### src/rtl/secure_fsm_pkg.sv
// Shared state encodings, command codes and the state legality check
// used by the secure privilege-mode controller.
package secure_fsm_pkg;

    typedef enum logic [2:0] {
        ST_IDLE   = 3'b000,
        ST_USER   = 3'b001,
        ST_SUPER  = 3'b010,
        ST_DEBUG  = 3'b100,
        ST_LOCKED = 3'b111
    } state_e;

    localparam int CMD_NOP   = 0;
    localparam int CMD_EXIT  = 1;
    localparam int CMD_USER  = 2;
    localparam int CMD_SUPER = 3;
    localparam int CMD_DEBUG = 4;

    // Codes 011, 101 and 110 can only appear through an upset.
    function automatic logic is_legal_state(input logic [2:0] s);
        case (s)
            ST_IDLE, ST_USER, ST_SUPER, ST_DEBUG, ST_LOCKED: return 1'b1;
            default: return 1'b0;
        endcase
    endfunction

endpackage

### src/rtl/fsm_lock_timer.sv
// Lockout down-counter: load starts a LOCK_CYCLES countdown, expire is high
// in the last locked cycle. LOCK_CYCLES=0 never expires.
module fsm_lock_timer #(
    parameter int LOCK_CYCLES = 16
) (
    input  logic clk,
    input  logic rst,
    input  logic load,
    output logic expire
);

    localparam int TW = (LOCK_CYCLES < 1) ? 1 : $clog2(LOCK_CYCLES + 1);
    localparam logic [TW-1:0] LOAD_VAL = TW'(LOCK_CYCLES);

    logic [TW-1:0] count_q;

    always_ff @(posedge clk) begin
        if (rst) begin
            count_q <= '0;
        end else if (load) begin
            count_q <= LOAD_VAL;
        end else if (count_q != '0) begin
            count_q <= count_q - TW'(1);
        end
    end

    // With a zero length the count never leaves 0, so expiry stays low.
    assign expire = (LOCK_CYCLES != 0) && (count_q == TW'(1));

endmodule

### src/rtl/secure_mode_fsm.sv
// Command-driven privilege-mode controller with authorisation gating,
// reject counting, timed lockout and recovery from illegal state codes.
module secure_mode_fsm
    import secure_fsm_pkg::*;
#(
    parameter int CMD_W       = 3,
    parameter int FAULT_LIMIT = 4,
    parameter int LOCK_CYCLES = 16,
    parameter int CNT_W       = $clog2(FAULT_LIMIT + 1)
) (
    input  logic             clk,
    input  logic             rst,
    input  logic             cmd_valid_i,
    input  logic [CMD_W-1:0] cmd_i,
    input  logic             auth_ok_i,
    input  logic             debug_en_i,
    output logic             cmd_ready_o,
    output logic [2:0]       mode_o,
    output logic             priv_o,
    output logic             dbg_access_o,
    output logic             locked_o,
    output logic             reject_o,
    output logic             fault_o,
    output logic [CNT_W-1:0] fault_cnt_o
);

    // Handshake: a command transfers on a rising edge where cmd_valid_i and
    // cmd_ready_o are both high; ready depends only on registered state.

    localparam logic [CNT_W-1:0] LIMIT   = CNT_W'(FAULT_LIMIT);
    localparam logic [CMD_W-1:0] C_NOP   = CMD_W'(CMD_NOP);
    localparam logic [CMD_W-1:0] C_EXIT  = CMD_W'(CMD_EXIT);
    localparam logic [CMD_W-1:0] C_USER  = CMD_W'(CMD_USER);
    localparam logic [CMD_W-1:0] C_SUPER = CMD_W'(CMD_SUPER);
    localparam logic [CMD_W-1:0] C_DEBUG = CMD_W'(CMD_DEBUG);

    logic [2:0]       state_q, state_d;
    logic             reject_q, reject_d;
    logic             fault_q, fault_d;
    logic [CNT_W-1:0] cnt_q, cnt_d;
    logic             legal, accept;
    logic             timer_load, timer_expire;
    logic             move;
    logic [2:0]       move_to;

    assign legal       = is_legal_state(state_q);
    assign cmd_ready_o = legal && (state_q != ST_LOCKED);
    assign accept      = cmd_valid_i && cmd_ready_o;

    fsm_lock_timer #(
        .LOCK_CYCLES(LOCK_CYCLES)
    ) u_lock_timer (
        .clk   (clk),
        .rst   (rst),
        .load  (timer_load),
        .expire(timer_expire)
    );

    // Legal transition table; anything without a hit here is a reject.
    always_comb begin
        move    = 1'b0;
        move_to = state_q;
        case (state_q)
            ST_IDLE: begin
                if (cmd_i == C_USER) begin
                    move    = 1'b1;
                    move_to = ST_USER;
                end else if ((cmd_i == C_SUPER) && auth_ok_i) begin
                    move    = 1'b1;
                    move_to = ST_SUPER;
                end else if (cmd_i == C_EXIT) begin
                    move    = 1'b1;
                    move_to = ST_IDLE;
                end
            end
            ST_USER: begin
                if ((cmd_i == C_SUPER) && auth_ok_i) begin
                    move    = 1'b1;
                    move_to = ST_SUPER;
                end else if (cmd_i == C_EXIT) begin
                    move    = 1'b1;
                    move_to = ST_IDLE;
                end
            end
            ST_SUPER: begin
                if ((cmd_i == C_DEBUG) && debug_en_i) begin
                    move    = 1'b1;
                    move_to = ST_DEBUG;
                end else if (cmd_i == C_EXIT) begin
                    move    = 1'b1;
                    move_to = ST_USER;
                end
            end
            ST_DEBUG: begin
                if (cmd_i == C_EXIT) begin
                    move    = 1'b1;
                    move_to = ST_SUPER;
                end
            end
            default: begin
                move    = 1'b0;
                move_to = state_q;
            end
        endcase
    end

    always_comb begin
        state_d    = state_q;
        reject_d   = 1'b0;
        fault_d    = 1'b0;
        cnt_d      = cnt_q;
        timer_load = 1'b0;
        if (!legal) begin
            state_d    = ST_LOCKED;
            fault_d    = 1'b1;
            timer_load = 1'b1;
        end else if (state_q == ST_LOCKED) begin
            if (timer_expire) begin
                state_d = ST_IDLE;
                cnt_d   = '0;
            end
        end else if (accept && (cmd_i != C_NOP)) begin
            if (move) begin
                state_d = move_to;
            end else begin
                reject_d = 1'b1;
                cnt_d    = (cnt_q >= LIMIT) ? LIMIT : cnt_q + CNT_W'(1);
                // The reject that reaches the limit locks instead of staying.
                if (cnt_d == LIMIT) begin
                    state_d    = ST_LOCKED;
                    timer_load = 1'b1;
                end
            end
        end
    end

    always_ff @(posedge clk) begin
        if (rst) begin
            state_q  <= ST_IDLE;
            reject_q <= 1'b0;
            fault_q  <= 1'b0;
            cnt_q    <= '0;
        end else begin
            state_q  <= state_d;
            reject_q <= reject_d;
            fault_q  <= fault_d;
            cnt_q    <= cnt_d;
        end
    end

    assign mode_o       = state_q;
    assign priv_o       = (state_q == ST_SUPER) || (state_q == ST_DEBUG);
    assign dbg_access_o = (state_q == ST_DEBUG);
    assign locked_o     = !legal || (state_q == ST_LOCKED);
    assign reject_o     = reject_q;
    assign fault_o      = fault_q;
    assign fault_cnt_o  = cnt_q;

endmodule
### config.mk
export PLATFORM = sky130hd
export DESIGN_NAME = secure_mode_fsm
export DESIGN_NICKNAME = d
export VERILOG_FILES = /design/src/rtl/secure_fsm_pkg.sv /design/src/rtl/fsm_lock_timer.sv /design/src/rtl/secure_mode_fsm.sv
export SDC_FILE = /design/constraint.sdc
export NUM_CORES = 1
export LEC_CHECK = 0
export BUFFER_PORTS_ARGS = -buffer_cell sky130_fd_sc_hd__clkbuf_2
export CAP_MARGIN = 20
export CORE_MARGIN = 4
export CORE_UTILIZATION = 56
export CTS_BUF_LIST = sky130_fd_sc_hd__clkbuf_8
export DETAILED_ROUTE_END_ITERATION = 10
export GPL_TIMING_DRIVEN = 0
export PLACE_DENSITY_LB_ADDON = 0.12
export SETUP_SLACK_MARGIN = 0.2
export SYNTH_ARGS = -nofsm -noshare
export SYNTH_HDL_FRONTEND = slang
export SYNTH_SLANG_ARGS = --single-unit
### constraint.sdc
create_clock -name clk -period 1.8 [get_ports clk]
set_input_delay 0.18 -clock clk [delete_from_list [all_inputs] [get_ports clk]]
set_output_delay 0.18 -clock clk [all_outputs]
set_load 0.02 [all_outputs]
==> results_dict.tcl, run 1 <==
set metrics [dict create \
    hp-start "rst" \
    drtIter0Drc 26 \
    ys_seq_area_share_pct 26.1 \
    synth_seq_cells 13 \
    crit_arrival_ns 1.79 \
    nNetsFinal 166 \
    synth_area_leaders "dfxtp_1 26%, ha_1 6.3%, nor2_1 5.7%, a21oi_1 3.5%, o21ai_0 3.5%" \
    dpl.hpwl_um 1650 \
    place_congestion 0.853 \
    grt_max_degree 11 \
    ff2ff_path_depth 7 \
    max_slew_margin_pct 66.5 \
    portBuffers 15 \
    cts_buffers 3 \
    cp_max_fo 6 \
    wl_per_cell_um 14.8 \
    clockRootBuffer "clkbuf_8" \
    yosysTopAreaCellShare_pct 26.1 \
    vdd_drop_max_mv 0.910 \
    regToRegSetupSlack_ns 0.12 \
    synth_most_common_cell "nor2_1" \
    fill_cells 100 \
    status "finished clean" \
    skew_ns 0.00292 \
    hold_violations 0 \
    initial_core_util_pct 62.5 \
    vias_per_cell 5.84 \
    slowest_stage "dfxtp_4" \
    max_freq_mhz 595 \
    final_core_util_pct 84.2 \
    coreArea_um2 1590 \
    min_period_ns 1.68 \
    rsz0062_at_grt "true" \
    drive_above_1_share_pct 40.8 \
    max_stage_delay_ns 0.37 \
    gr-total-overflow 0 \
    cts.clk_slew.worst_paths_ns 0.05 \
    synth_flop_cell "dfxtp_1" \
    crit_path_end_kind "register" \
    ant_nets 0 \
    clock_latency_ns 0.25 \
    p_leak_nw 0.571 \
    ys_warn_count 0 \
    start_kind "register" \
    area_delta_synth_final_pct 34.8 \
    tritoncts "yes" \
    setup_viol 0 \
    cts.path.max_buffers 2 \
    hold_path_end "fault_o" \
    yosysUniqueCellTypes 42 \
    synth_edf_count 0 \
    tightestPinTransition_ns 0.503 \
    synth_common_cells "15 x nor2_1, 13 x dfxtp_1, 8 x inv_1" \
    wl_um 2600 \
    drc 0 \
    place_inst 163 \
    num_rows 14 \
    yosysTopAreaCell "dfxtp_1" \
    synth.net_count 137 \
    synth_area_per_cell_um2 8.03 \
    critical_path_required_ns 1.91 \
    syn-cell-area_um2 996 \
    hold_ws_ns 0.350 \
    cts_htree_levels 1 \
    first_global_vias 1012 \
    reg2reg_from "mode_o[0]" \
    dieArea_um2 2520 \
    vias 1027 \
    clock_sinks 13 \
    die_width_um 50.2 \
    hold_class "in -> reg" \
    slew_violations 0 \
    ios 20 \
    first_pass_iters 4 \
    grt_pass1_wl_um 4400 \
    drv_cap 0 \
    finalNonFillerCells 176 \
    path_cells "nor2_4 -> and4bb_2 -> nor4_4 -> buf_6 -> a311oi_4 -> nand2b_1 -> a21oi_1" \
    insertedDiodeCount 0 \
    hold_depth 2 \
    post-route-period-util_pct 93.4 \
    r2r-end "mode_o[0]" \
    antenna_found_initial 0 \
    criticalPathCategory "reg -> reg" \
    grt_usage_pct 22.2 \
    synth_cells 124 \
    die_y_um 50.2 \
    synthArstFlopShare_pct 0 \
    powerDensity_nw_per_um2 1090 \
]
[through the flow]
stage	area, um^2	TNS, ns	power, mW	worst slack [ns]
floorplan	1040	0	0.941	0.121
global placement	1140	-0.0508	1.05	-0.0257
detailed placement	1140	-0.102	1.06	-0.0439
CTS	1290	0	1.38	0.196
global route	1340	0	1.55	0.0570
finish	1340	0	1.46	0.119
[worst max-delay path, delay by kind of cell, from the launching register on]
kind                   cells  cell delay [ns]
AO/OA/AOI/OAI              2             0.40
buffers and inverters      1             0.13
flip-flops                 1             0.37
AND/OR/NAND/NOR            4             0.63
[power by group]
part           total [mW]  internal, mW  switching (mW)
sequential          0.445         0.366          0.0792
combinational       0.751         0.344           0.407
clock               0.262         0.151           0.111
[cell usage in the layout, fill, tap and decap left out, types with 5 or more instances in the layout]
master	instances
inv_1	8
nor3_1	6
dfxtp_1	9
clkbuf_2	13
buf_4	11
ha_1	5
o21ai_0	7
nand3_1	5
a21oi_1	5
nor2_1	12
[per-layer routing]
layer | wire [um] | vias to the layer above | GRT usage [%]
li1 | - | 496 | -
met1 | 1170 | 491 | 27.2
met2 | 1230 | 31 | 37.0
met3 | 143 | 9 | 5.62
met4 | 56 | 0 | 9.22
met5 | 0 | - | 0
[worst max path at each step]
stage | start | end | slack [ns] | cells past startpoint
detailed placement | cmd_i[1] | mode_o[0] | -0.04 | 7
global route | mode_o[0] | mode_o[1] | 0.06 | 7
CTS | mode_o[2] | mode_o[0] | 0.20 | 7
global placement | cmd_i[1] | mode_o[1] | -0.03 | 7
finish | mode_o[0] | mode_o[0] | 0.12 | 7
floorplan | cmd_i[2] | mode_o[0] | 0.12 | 7
[kinds of logic after synthesis]
family / count (synthesis) / share of synthesized area, %
adder cells (fa/ha/maj): 5 / 6.28
buffers and inverters: 17 / 8.54
AND/OR/NAND/NOR: 52 / 31.5
AO/OA/AOI/OAI: 32 / 23.1
flip-flops: 13 / 26.1
XOR/XNOR: 5 / 4.40
[state kept, by name, summed over array words and instances, names as in the netlist]
name	count
reject_o	1
fault_o	1
fault_cnt_o	3
mode_o	3
u_lock_timer.count_q	5
[what timing repair did]
item	4_1_cts	5_1_grt
setup buffers	6	3
resized for setup	14	9
hold endpoints to repair	0	0
setup endpoints to repair	11	12
pin swaps	6	5
hold buffers	0	0
[layout make-up]
| cell class | instances | area, um^2 | share of cell area (%) |
|---|---|---|---|
| multi-input combinational | 94 | 734 | 54.7 |
| sequential | 13 | 275 | 20.5 |
| buffer | 9 | 73.8 | 5.50 |
| inverter | 8 | 32.5 | 2.42 |
| clock buffer | 3 | 41.3 | 3.08 |
| clock inverter | 1 | 3.75 | 0.280 |
| tap | 24 | 30.0 | 2.24 |
| timing repair buffer | 24 | 151 | 11.3 |
(Power assumes the default switching activity.)
==> inputs of run 2 (changes only) <==
--- a/config.mk
+++ b/config.mk
@@ -8,7 +8,7 @@
 export BUFFER_PORTS_ARGS = -buffer_cell sky130_fd_sc_hd__clkbuf_2
 export CAP_MARGIN = 20
 export CORE_MARGIN = 4
-export CORE_UTILIZATION = 56
+export CORE_UTILIZATION = 60
 export CTS_BUF_LIST = sky130_fd_sc_hd__clkbuf_8
 export DETAILED_ROUTE_END_ITERATION = 10
 export GPL_TIMING_DRIVEN = 0
==> constraint.sdc (replaced) <==
create_clock -name clk -period 2.2 [get_ports clk]
set_input_delay 0.22 -clock clk [delete_from_list [all_inputs] [get_ports clk]]
set_output_delay 0.22 -clock clk [all_outputs]
set_load 0.02 [all_outputs]
==> results_dict.tcl, run 2 (synthesis gave the netlist of run 1 again) <==
set metrics [dict create \
    place_congestion 0.891 \
    p_leak_nw 0.501 \
    post-route-period-util_pct 84.0 \
    vias_per_cell 6.03 \
    initial_core_util_pct 64.6 \
    ant_nets 0 \
    p_total_mw 1.07 \
    fill_cells 120 \
    layout_common_cells "15 x nor2_1, 15 x clkbuf_2, 12 x dfxtp_1, 9 x inv_1" \
    dpl.hpwl_um 1630 \
    setup-tns-final_ns 0 \
    crit_path_end_kind "register" \
    status "finished clean" \
    wl_um 2160 \
    regArea_um2 262 \
    first_global_vias 894 \
    coreArea_um2 1540 \
    max_stage_delay_ns 0.42 \
    cp_max_fo 6 \
    place_inst 155 \
    num_rows 14 \
    portBuffers 15 \
    gr-total-overflow 0 \
    crit_arrival_ns 2.01 \
    setup_ws_ns 0.351 \
    regToRegSetupSlack_ns 0.35 \
    cts_htree_levels 1 \
    preCtsSetupSlack_ns 0.262 \
    vias 958 \
    hold_depth 2 \
    die_y_um 48.7 \
    drc 0 \
    tightestPinTransition_ns 0.458 \
    hold_ws_ns 0.357 \
    clockRootBuffer "clkbuf_8" \
    path_cells "nor2_1 -> and4_2 -> nor4_4 -> nand3_4 -> or2_1 -> a31oi_1" \
    dieArea_um2 2380 \
    ios 20 \
    cts_hold_buf 0 \
    drtIter0Drc 35 \
    area_delta_synth_final_pct 15.3 \
    r2r-end "u_lock_timer.count_q[4]" \
    slew_violations 0 \
    start_kind "register" \
    cts.clk_slew.worst_paths_ns 0.05 \
    slowest_stage "nor4_4" \
    hold_class "in -> reg" \
    insertedDiodeCount 0 \
    powerDensity_nw_per_um2 935 \
    tritoncts "yes" \
    clock_sinks 13 \
    drive_above_1_share_pct 28.0 \
    hold_path_end "fault_o" \
    hold_violations 0 \
    antenna_found_initial 0 \
    min_period_ns 1.85 \
    wl_per_cell_um 13.6 \
    cts_buffers 3 \
    skew_ns 0.00264 \
    largest_reg_flops 5 \
    multi_input_area_um2 657 \
    registers.top_by_ff_count "u_lock_timer.count_q" \
    vdd_drop_max_mv 0.901 \
    hp-start "rst" \
    critical_path_required_ns 2.36 \
    max_slew_margin_pct 69.2 \
    ff2ff_path_depth 6 \
    max_freq_mhz 541 \
    clock_latency_ns 0.24 \
    rsz0062_at_grt "false" \
    criticalPathCategory "reg -> reg" \
    finalNonFillerCells 159 \
    drv_cap 0 \
    grt_max_degree 11 \
    reg2reg_from "mode_o[0]" \
    grt_pass1_wl_um 3820 \
    grt_usage_pct 19.5 \
    setup_viol 0 \
    first_pass_iters 4 \
    nNetsFinal 157 \
    die_width_um 48.7 \
    cts.path.max_buffers 2 \
]
[run 2: critical path, delay by kind of cell, from the launching register on]
family | cells | cell delay, ns
simple gates | 5 | 1.21
flops | 1 | 0.40
compound gates | 1 | 0.16
[run 2: what timing repair did]
item	in CTS	in global routing
endpoints found under the hold margin	0	0
resized for setup	0	5
buffers inserted	0	0
setup endpoints to repair	0	3
[run 2: layer usage]
| layer | vias to the layer above | GRT usage (%) | wire [um] |
|---|---|---|---|
| met3 | 4 | 6.75 | 181 |
| met2 | 46 | 29.8 | 970 |
| met1 | 425 | 25.2 | 984 |
| met5 | - | 0 | 0 |
| li1 | 483 | - | - |
| met4 | 0 | 7.17 | 22 |
[run 2: report_power, final]
part	total [mW]	leakage, nW	internal, mW	switching [mW]
Combinational	0.517	0.367	0.223	0.295
Sequential	0.351	0.107	0.296	0.0550
Clock	0.205	0.0269	0.123	0.0822
[run 2: how the worst max path moves through the flow]
| stage | slack [ns] | endpoint | cells after the start | start |
|---|---|---|---|---|
| 6_report | 0.35 | u_lock_timer.count_q[4] | 6 | mode_o[0] |
| 5_1_grt | 0.21 | mode_o[1] | 9 | mode_o[1] |
| 4_1_cts | 0.21 | mode_o[0] | 9 | mode_o[2] |
| 3_5_place_dp | 0.26 | mode_o[0] | 9 | mode_o[2] |
| 3_3_place_gp | 0.32 | mode_o[1] | 9 | mode_o[2] |
| 2_1_floorplan | 0.22 | mode_o[1] | 9 | mode_o[2] |
[run 2: final cells by class]
type | count | area share, %
inverters | 8 | 2.61
clock buffers | 3 | 3.59
repair buffers | 15 | 6.54
well taps | 16 | 1.74
multi-input cells | 94 | 57.2
clock inverters | 1 | 0.327
plain buffers | 9 | 5.23
flip-flops and latches | 13 | 22.8
[run 2: per-stage QoR]
step | utilization (%) | cell area [um^2]
finish | 74.5 | 1150
global placement | 70.8 | 1090
CTS | 73.7 | 1140
floorplan | - | 996
global route | 74.5 | 1150
detailed placement | 70.8 | 1090
==> inputs of run 3 (changes only) <==
--- a/config.mk
+++ b/config.mk
@@ -8,7 +8,7 @@
 export BUFFER_PORTS_ARGS = -buffer_cell sky130_fd_sc_hd__clkbuf_2
 export CAP_MARGIN = 20
 export CORE_MARGIN = 4
-export CORE_UTILIZATION = 60
+export CORE_UTILIZATION = 51
 export CTS_BUF_LIST = sky130_fd_sc_hd__clkbuf_8
 export DETAILED_ROUTE_END_ITERATION = 10
 export GPL_TIMING_DRIVEN = 0
==> constraint.sdc (replaced) <==
create_clock -name clk -period 1.6 [get_ports clk]
set_input_delay 0.16 -clock clk [delete_from_list [all_inputs] [get_ports clk]]
set_output_delay 0.16 -clock clk [all_outputs]
set_load 0.02 [all_outputs]
==> results_dict.tcl, run 3 (synthesis gave the netlist of run 1 again) <==
set metrics [dict create \
    dieArea_um2 2720 \
    criticalPathCategory "reg -> reg" \
    setup-tns-final_ns -0.0965 \
    drtIter0Drc 26 \
    die_width_um 52.2 \
    ant_nets 0 \
    drv_cap 0 \
    initial_core_util_pct 55.9 \
    ff2ff_path_depth 8 \
    vias_per_cell 5.57 \
    clock_sinks 13 \
    insertedDiodeCount 0 \
    regArea_um2 277 \
    ios 20 \
    first_global_vias 854 \
    hp-start "rst" \
    setup_viol 5 \
    setup_ws_ns -0.0256 \
    skew_ns 0.00588 \
    grt_use_met3_pct 5.70 \
    hold_class "in -> reg" \
    grt_use_met2_pct 29.1 \
    switching_share_pct 39.5 \
    cp_max_fo 6 \
    start_kind "register" \
    crit_path_end_kind "register" \
    clockRootBuffer "clkbuf_8" \
    sequentialPowerShare_pct 31.0 \
    finalNonFillerCells 178 \
    tightestPinTransition_ns 0.509 \
    busiest_layer "met2" \
    tritoncts "yes" \
    wl_um 2310 \
    max_slew_margin_pct 66.1 \
    clock_latency_ns 0.24 \
    p_sw_mw 0.639 \
    slew_violations 0 \
    cts_buffers 3 \
    vdd_drop_max_mv 1.09 \
    num_rows 15 \
    cts.clk_slew.worst_paths_ns 0.05 \
    place_inst 164 \
    cts_htree_levels 1 \
    hold_ws_ns 0.340 \
    p_int_mw 0.979 \
    place_congestion 0.856 \
    critical_path_required_ns 1.78 \
    violations "negative setup slack" \
    preCtsSetupSlack_ns -0.241 \
    vias 991 \
    registers.top_by_ff_count "u_lock_timer.count_q" \
    area_delta_synth_final_pct 37.8 \
    drive_above_1_share_pct 43.8 \
    comb_power_share_pct 51.7 \
    coreArea_um2 1780 \
    layout_common_cells "13 x nor2_1, 13 x clkbuf_2, 9 x buf_4, 8 x dfxtp_1" \
    powerDensity_nw_per_um2 1180 \
    drc 0 \
    antenna_found_initial 0 \
    first_pass_iters 4 \
    gr-total-overflow 0 \
    hold_path_end "fault_o" \
    grt_usage_pct 18.6 \
    p_total_mw 1.62 \
    final_area_um2 1370 \
    largest_reg_flops 5 \
    regToRegSetupSlack_ns -0.03 \
    final_core_util_pct 77.0 \
    rsz0062_at_grt "true" \
    use_met1_pct 24.8 \
    hold_depth 2 \
    wl_per_cell_um 13.0 \
    crit_arrival_ns 1.81 \
    fill_cells 134 \
    p_leak_nw 0.585 \
    nNetsFinal 167 \
    r2r-end "fault_cnt_o[2]" \
    portBuffers 15 \
    dpl.hpwl_um 1590 \
    min_period_ns 1.63 \
    post-route-period-util_pct 102 \
    grt_max_degree 11 \
    placed_area_um2 1150 \
    cts.path.max_buffers 2 \
    grt_pass1_wl_um 3800 \
    hold_violations 0 \
    multi_input_area_um2 744 \
    max_freq_mhz 615 \
    power_frac_clock_pct 17.3 \
    reg2reg_from "mode_o[2]" \
    die_y_um 52.2 \
    status "finished with violations" \
]
run 3: changes by cell type in the layout (fill, tap and decap cells not counted), moves of 3 or more:
cell | before | now
buf_4 | 1 | 9
buf_6 | 2 | 5
dfxtp_1 | 12 | 8
dfxtp_4 | 0 | 4
run 3: worst max path at each step:
| stage | from | endpoint | slack [ns] | cells after the start |
|---|---|---|---|---|
| after floorplan | cmd_i[2] | mode_o[0] | -0.06 | 7 |
| after global placement | cmd_i[1] | mode_o[0] | -0.22 | 7 |
| after detailed placement | cmd_i[1] | mode_o[0] | -0.24 | 7 |
| after CTS | mode_o[0] | u_lock_timer.count_q[4] | -0.01 | 7 |
| after global routing | mode_o[2] | u_lock_timer.count_q[4] | -0.10 | 7 |
| final | mode_o[2] | fault_cnt_o[2] | -0.03 | 8 |
run 3: what timing repair did:
item                                    in CTS  in global routing
setup buffers                                5                  5
pin swaps                                    5                  7
cloned                                       0                  0
endpoints found under the setup margin      15                 15
hold buffers                                 0                  0
gates resized for setup                     16                 10
run 3: cell type report:
cell class	count	area share, %
multi-input cells	94	54.2
flip-flops and latches	13	20.1
repair buffers	25	12.0
plain buffers	9	5.65
clock buffers	3	3.01
inverters	8	2.37
well taps	25	2.28
clock inverters	1	0.273
run 3: worst max-delay path: stages, from the launching register on:
cell     delay, ns
dfxtp_4       0.36
buf_6         0.13
and4_4        0.15
nor4_4        0.27
buf_6         0.16
nand3_4       0.11
buf_4         0.17
nor2_4        0.08
a22o_1        0.12
run 3: metal layers:
layer	wire [um]	vias up
met2	1020	32
met1	1120	453
li1	-	503
met3	159	3
met4	17	0
met5	0	-
run 3: power by group through the flow:
stage	combinational [mW]	clock, mW	sequential, mW
finish	0.836	0.280	0.501
detailed placement	0.704	0	0.491
global route	0.934	0.307	0.512
floorplan	0.558	0	0.502
CTS	0.760	0.288	0.495
global placement	0.695	0	0.489
